--- config.mk ---
export PLATFORM = sky130hd
export DESIGN_NAME = slot_reel_bank
export DESIGN_NICKNAME = d
export VERILOG_FILES = /design/src/rtl/slot_reel_bank.sv
export SDC_FILE = /design/constraint.sdc
export NUM_CORES = 1
export LEC_CHECK = 0
export CORE_MARGIN = 8
export CORE_UTILIZATION = 50
export DETAILED_ROUTE_END_ITERATION = 6
export HOLD_SLACK_MARGIN = 0.03
export PLACE_DENSITY_LB_ADDON = 0.05
export SLEW_MARGIN = 40
export SYNTH_ARGS = -nofsm -noshare
export SYNTH_HDL_FRONTEND = slang
export SYNTH_SLANG_ARGS = --single-unit
--- constraint.sdc ---
create_clock -name clock -period 1.7 [get_ports clock]
set_clock_uncertainty 0.05 [all_clocks]
set_input_delay 0.34 -clock clock [delete_from_list [all_inputs] [get_ports clock]]
set_output_delay 0.34 -clock clock [all_outputs]
set_load 0.02 [all_outputs]
--- src/rtl/slot_reel_bank.sv ---
// slot_reel_bank: three octal reels spun at 1x/2x/3x tick periods,
// frozen by stop buttons or by running falling; reports all_stop and win.
//
// Ports:
//   clock      rising-edge clock
//   reset      asynchronous active-low reset
//   running    spin enable from the sequencer (level)
//   stop_btn   per-reel stop buttons, bit i = reel i (level)
//   reel0..2   current reel symbols, 0-7
//   spinning   bit i high while reel i is in SPIN
//   all_stop   one-cycle pulse after the last reel halts
//   win        latched "all three symbols equal" after a game
module slot_reel_bank #(
  parameter int unsigned PRESCALE = 4
) (
  input  logic       clock,
  input  logic       reset,
  input  logic       running,
  input  logic [2:0] stop_btn,
  output logic [2:0] reel0,
  output logic [2:0] reel1,
  output logic [2:0] reel2,
  output logic [2:0] spinning,
  output logic       all_stop,
  output logic       win
);

  typedef enum logic [1:0] {
    IDLE = 2'd0,
    SPIN = 2'd1,
    HALT = 2'd2
  } reel_st_e;

  localparam logic [7:0] PMAX = 8'(PRESCALE - 1);

  reel_st_e   st_q [3];
  reel_st_e   st_d [3];
  logic [2:0] val_q [3];
  logic [1:0] div_q [3];
  logic [7:0] presc_q;
  logic       running_d;
  logic [2:0] btn_d;
  logic       done_pend;

  logic       run_rise;
  logic [2:0] btn_rise;
  logic       any_spin;
  logic       any_next;
  logic       tick;
  logic [2:0] keep;
  logic       all_eq;

  assign run_rise = running & ~running_d;
  assign btn_rise = stop_btn & ~btn_d;

  // State register
  always_ff @(posedge clock or negedge reset) begin
    if (!reset) begin
      for (int i = 0; i < 3; i++) st_q[i] <= IDLE;
    end else begin
      for (int i = 0; i < 3; i++) st_q[i] <= st_d[i];
    end
  end

  // Next state; run_rise overrides any button edge
  always_comb begin
    for (int i = 0; i < 3; i++) begin
      st_d[i] = st_q[i];
      unique case (st_q[i])
        IDLE, HALT: if (run_rise) st_d[i] = SPIN;
        SPIN: begin
          if (!running || btn_rise[i]) st_d[i] = HALT;
        end
        default: st_d[i] = IDLE;
      endcase
    end
  end

  // Decoded outputs and per-reel qualifiers
  always_comb begin
    spinning = 3'b000;
    keep     = 3'b000;
    for (int i = 0; i < 3; i++) begin
      spinning[i] = (st_q[i] == SPIN);
      keep[i]     = (st_q[i] == SPIN)
                  && (st_d[i] == SPIN);
    end
  end

  assign any_spin = |spinning;
  assign any_next = (st_d[0] == SPIN)
                  | (st_d[1] == SPIN)
                  | (st_d[2] == SPIN);
  assign tick     = any_spin && (presc_q == PMAX);
  assign all_eq   = (val_q[0] == val_q[1])
                  && (val_q[1] == val_q[2]);

  // A reel that halts this cycle takes no step, so stop beats advance
  always_ff @(posedge clock or negedge reset) begin
    if (!reset) begin
      running_d <= 1'b0;
      btn_d     <= 3'b000;
      presc_q   <= 8'd0;
      done_pend <= 1'b0;
      all_stop  <= 1'b0;
      win       <= 1'b0;
      for (int i = 0; i < 3; i++) begin
        val_q[i] <= 3'd0;
        div_q[i] <= 2'd0;
      end
    end else begin
      running_d <= running;
      btn_d     <= stop_btn;
      done_pend <= any_spin & ~any_next;
      all_stop  <= done_pend;

      if (run_rise)      win <= 1'b0;
      else if (done_pend) win <= all_eq;

      if (run_rise) begin
        presc_q <= 8'd0;
      end else if (any_spin) begin
        if (presc_q == PMAX) presc_q <= 8'd0;
        else                 presc_q <= presc_q + 8'd1;
      end

      for (int i = 0; i < 3; i++) begin
        if (run_rise) begin
          div_q[i] <= 2'd0;
        end else if (tick && keep[i]) begin
          if (div_q[i] == 2'(i)) begin
            div_q[i] <= 2'd0;
            val_q[i] <= val_q[i] + 3'd1;
          end else begin
            div_q[i] <= div_q[i] + 2'd1;
          end
        end
      end
    end
  end

  assign reel0 = val_q[0];
  assign reel1 = val_q[1];
  assign reel2 = val_q[2];

endmodule

# Word level (Yosys, flattened, before mapping)
# Cells that the tools add are included.
dict set report totals {
  reg_bits 36
  output_inout_bits 14
  word_cells 96
}
dict set report op_classes {
  n_addsub 7
  eq_ne 14
  n_mux 23
  n_bitwise 9
  reduce_logical 28
}
# operator count
set ops {}
lappend ops {{2-bit two-way mux} 15}
lappend ops {{8-bit two-way mux} 3}
lappend ops {{2-bit by 1-bit equality test with 1-bit output (second input constant)} 7}
lappend ops {{2-bit one-hot mux with 2 select lines} 3}
lappend ops {{2-bit nonzero test} 5}
lappend ops {{3-bit by 1-bit adder with 3-bit output (second input constant)} 3}
lappend ops {{3-bit AND reduction} 3}
lappend ops {{8-bit by 1-bit adder with 8-bit output (second input constant)} 1}
lappend ops {{2-bit equality test (second input constant)} 4}
lappend ops {{8-bit by 2-bit equality test with 1-bit output (second input constant)} 1}
lappend ops {{1-bit logical AND} 8}
lappend ops {{2-bit zero test} 4}
lappend ops {{2-bit by 1-bit adder with 2-bit output (second input constant)} 3}
lappend ops {{3-bit equality test} 2}
lappend ops {{2-bit OR reduction} 3}
lappend ops {{3-bit bitwise AND} 1}
lappend ops {{1-bit logical OR} 3}
lappend ops {{1-bit NOT} 3}
lappend ops {{3-bit NOT} 1}
lappend ops {{3-bit OR reduction} 1}
lappend ops {{1-bit bitwise AND} 2}
lappend ops {{1-bit two-way mux} 2}
lappend ops {{1-bit bitwise OR} 2}
lappend ops {{1-bit zero test} 1}

# Depth between registers and ports, before layout
dict set report depth {
  ltp_word 10
  mapped_depth 6
  depth_no_buf 5
}

# Least setup slack after synthesis
# OpenSTA, ideal clock, no wires.
dict set report synth_timing {
  path_type {register to register}
  start {reg presc_q[0]}
  end {reg val_q, in the netlist reel2[1]}
  setup_time_ns 0.128
  t_arrival_ns 1.522
  slack_ns 0.000
  stages_incl_launch_ff 6
  path_buffers 0
  synth_period_minus_slack_ns 1.700
  cell_sequence {dfrtp_1 > ha_1 > nor4b_4 > nand4_2 > nor3_2 > mux2_1}
}
dict set report synth_between {
  elab_chain_len 4
}
# item line_no
set synth_lines {}
lappend synth_lines {{from (decl)} 40} ;# logic [7:0] presc_q;
lappend synth_lines {{from (signal assigned)} 124} ;# else presc_q <= presc_q + 8'd1;
lappend synth_lines {{8-bit by 2-bit equality test with 1-bit output} 94} ;# assign tick = any_spin && (presc_q == PMAX);
lappend synth_lines {{1-bit logical AND} 94}
lappend synth_lines {{1-bit logical AND} 130} ;# end else if (tick && keep[i]) begin
lappend synth_lines {{3-bit AND reduction (no source line)} n/a}
lappend synth_lines {{to (signal, indexed assignment)} 133} ;# val_q[i] <= val_q[i] + 3'd1;
lappend synth_lines {{to (decl)} 38} ;# logic [2:0] val_q [3];
# Every way passes these cells.
# A chain may end at the register's enable or synchronous reset.

# Worst setup path after layout
dict set report layout_timing {
  start {reg presc_q[0]}
  end {reg val_q, in the netlist reel2[2]}
}
# The elaborated chain is that of the path after synthesis.

==> flow_metrics.env <==
export IMPL_wirelength_um=4080
export IMPL_area_sequential_um2=903
export IMPL_drive_gt1_share_pct=35.0
export IMPL_path_class="reg -> reg"
export IMPL_r2r_start="presc_q[0]"
export IMPL_fmax_mhz=550
export IMPL_path_cells="ha_2 > nor4b_4 > buf_4 > nand4_4 > buf_6 > nor4b_4 > xor2_1"
export IMPL_sw_frac_of_total_pct=33.3
export IMPL_dp_cells=260
export IMPL_busiest_layer="met2"
export IMPL_ctsLongestPathBuffers=2
export IMPL_crit_fanout=3
export IMPL_drtPass1Iterations=4
export IMPL_end_kind="flop"
export IMPL_die_h_um=76.3
export IMPL_synth_top_area_share_pct=49.5
export IMPL_vias=1465
export IMPL_gp_congestion=0.845
export IMPL_antenna_found_initial=0
export IMPL_ys_ff_latch=36
export IMPL_rsz0062_at_grt="true"
export IMPL_portBuffers=19
export IMPL_report_final_slew_viol_count=0
export IMPL_max_slew_margin_pct=60.2
export IMPL_p_leak_nw=1.19
export IMPL_ys_types=47
export IMPL_final_net_count=234
export IMPL_synth_edff_count=0
export IMPL_grt_pass1_wl_um=7040
export IMPL_vias_per_cell=5.41
export IMPL_fin_ws_ns=-0.118
export IMPL_clock_latency_ns=0.34
export IMPL_required_ns=1.91
export IMPL_syn_avg_cell_area_um2=11.1
export IMPL_holdBufCountCts=0
export IMPL_status="finished with violations"
export IMPL_postRouteAntennaNets=0
export IMPL_violations="setup timing"
export IMPL_p_comb_share_pct=32.4
export IMPL_antenna_cells=0
export IMPL_fin_crit_sh_pct=107
export IMPL_drc=0
export IMPL_maxCapViolCount=0
export IMPL_clkPwrFrac_pct=21.1
export IMPL_yosysWarnings=0
export IMPL_fillers=284
export IMPL_grt_util_met3_pct=4.36
export IMPL_use_met1_pct=16.3
export IMPL_hold_slack_ns=0.303
export IMPL_internal_power_w=0.00153
export IMPL_stdcell_count=271
export IMPL_synth_area_top_cells="dfrtp_1 49%, ha_1 4.1%, xnor2_1 3.4%"
export IMPL_cts_tree="yes"
export IMPL_multi_input_area_um2=953
export IMPL_peakVddDrop_mv=0.569
export IMPL_cpPeakStageDelay_ns=0.38
export IMPL_synthArstFlopShare_pct=100
export IMPL_tightest_slew_ns=0.593
export IMPL_syn_inst=164
export IMPL_yosysTopAreaCell="dfrtp_1"
export IMPL_power_frac_seq_pct=46.6
export IMPL_syn_cell_area_mm2=0.00182
export IMPL_synth_flop_cell="dfrtp_1"
export IMPL_worstSetupStartpoint="presc_q[0]"
export IMPL_pwr_density_cell_mw_per_mm2=933
export IMPL_coreArea_mm2=0.00358
export IMPL_pin_count=20
export IMPL_crit_family="simple AND/OR/NAND/NOR gates"
export IMPL_min_period_ns=1.82
export IMPL_use_met2_pct=26.5
export IMPL_cp_num_buf_inv=2
export IMPL_cts_buffers_inserted=5
export IMPL_crit_slowest_cell="dfrtp_1"
export IMPL_grt_max_degree=37
export IMPL_row_count=22
export IMPL_initial_core_util_pct=50.9
export IMPL_cts_sinks=36
export IMPL_clkTransAtPathRegs_ns=0.11
export IMPL_cp_common_cell="nor4b_4"
export IMPL_syn_num_nets=176
export IMPL_grt_overflow=0
export IMPL_wire_per_inst_um=15.1
export IMPL_switchingPower_w=0.000764
export IMPL_hpwlAfterDp_um=2990
export IMPL_min_path_type="in -> async"
export IMPL_cts_root_buf="clkbuf_4"
export IMPL_track_usage_pct=14.8
export IMPL_die_area_mm2=0.00583
export IMPL_grt_pass1_vias=1533
export IMPL_htreeDepth=2
export IMPL_start_kind="flop"
export IMPL_critical_path_arrival_ns=2.03
export IMPL_dieWidth_um=76.3
export IMPL_drt_first_iter_violations=64
export IMPL_area_delta_synth_final_pct=35.1
export IMPL_hold_viol=0
export IMPL_setup_violations=2
export IMPL_ys_seq_area_share_pct=49.5
-- kinds of logic after synthesis --
kind of cell    share of synthesized area (%)
xor+xnor                                 4.81
simple gates                             23.6
compound gates                           11.0
mux                                      3.92
buf+inv                                  3.09
fa+ha+maj                                4.12
flops                                    49.5
-- per-layer routing --
layer	up-vias	share of wire [%]
met1	730	44
met3	7	3.7
li1	709	-
met4	0	1.5
met5	-	0
met2	19	51
-- flip-flops by register name, summed over array words and instances, names as in the netlist --
register	count
all_stop	1
done_pend	1
reel2	3
div_q	6
reel1	3
st_q	6
win	1
reel0	3
btn_d	3
running_d	1
presc_q	8
-- power groups by stage --
stage | logic, W | clock network, W | registers, W
after global routing | 0.000822 | 0.000535 | 0.00109
after floorplan | 0.000362 | 0 | 0.00110
after global placement | 0.000690 | 0 | 0.00107
final | 0.000742 | 0.000483 | 0.00107
after detailed placement | 0.000720 | 0 | 0.00108
after CTS | 0.000725 | 0.000508 | 0.00107
-- synth_stat cells (3+ instances only) --
library cell / n
nand2_1: 8
inv_1: 6
xor2_1: 3
o21a_1: 3
o31ai_1: 3
inv_2: 3
mux2i_1: 3
clkbuf_1: 3
ha_1: 6
nor2_1: 11
nand4_1: 4
or3_1: 6
and2_1: 4
a311o_1: 3
nor3_2: 3
nand3_1: 6
nand2b_1: 4
a21oi_1: 8
xnor2_1: 7
dfrtp_1: 36
-- repair_timing --
| item | CTS | global route |
|---|---|---|
| gates cloned | 0 | 0 |
| endpoints found under the setup margin | 27 | 12 |
| pin swaps | 4 | 10 |
| buffers inserted | 1 | 2 |
| resized for setup | 33 | 9 |
-- through the flow --
stage               util (%)  power, W  instance area [um^2]  setup slack [ns]  TNS, ns
floorplan                  -   0.00147                  1820          0.000104        0
global placement        64.5   0.00176                  2310            -0.113   -0.726
detailed placement      64.5   0.00180                  2310            -0.184    -1.45
CTS                     67.4   0.00230                  2410           -0.0421  -0.0815
global route            68.7   0.00244                  2460            -0.198   -0.748
finish                  68.7   0.00229                  2460            -0.118   -0.191
-- path summary, 6_finish.rpt --
check                        endpoint  cells after the start  slack (ns)
max in group asynchronous    reel2[0]                      2        1.10
hold reg to reg              all_stop                      0        0.40
setup reg to reg             reel2[2]                      7       -0.12
hold / removal             presc_q[4]                      2        0.30
min in group clock           all_stop                      0        0.40
setup / recovery             reel2[2]                      7       -0.12
-- layout by cell type, fill, tap and decap left out, types with 4 or more instances in the layout --
master           count
xnor2_1              6
buf_4               34
ha_1                 5
inv_1                6
a21oi_1              7
nand2b_1             4
nand2_1              8
dfrtp_1             34
nor2_1              11
or3_1                5
clkdlybuf4s50_1      5
nand3_1              4
dlygate4sd2_1       11
nand4_1              4
clkbuf_4             5
-- final cells by class --
cell class / instances / share of cell area, %
timing repair buffer: 55 / 18.2
clock buffer: 6 / 2.09
inverter: 9 / 1.37
clock inverter: 2 / 0.407
tap: 48 / 2.44
sequential: 36 / 36.7
multi-input combinational: 115 / 38.8
(Power assumes the default switching activity.)
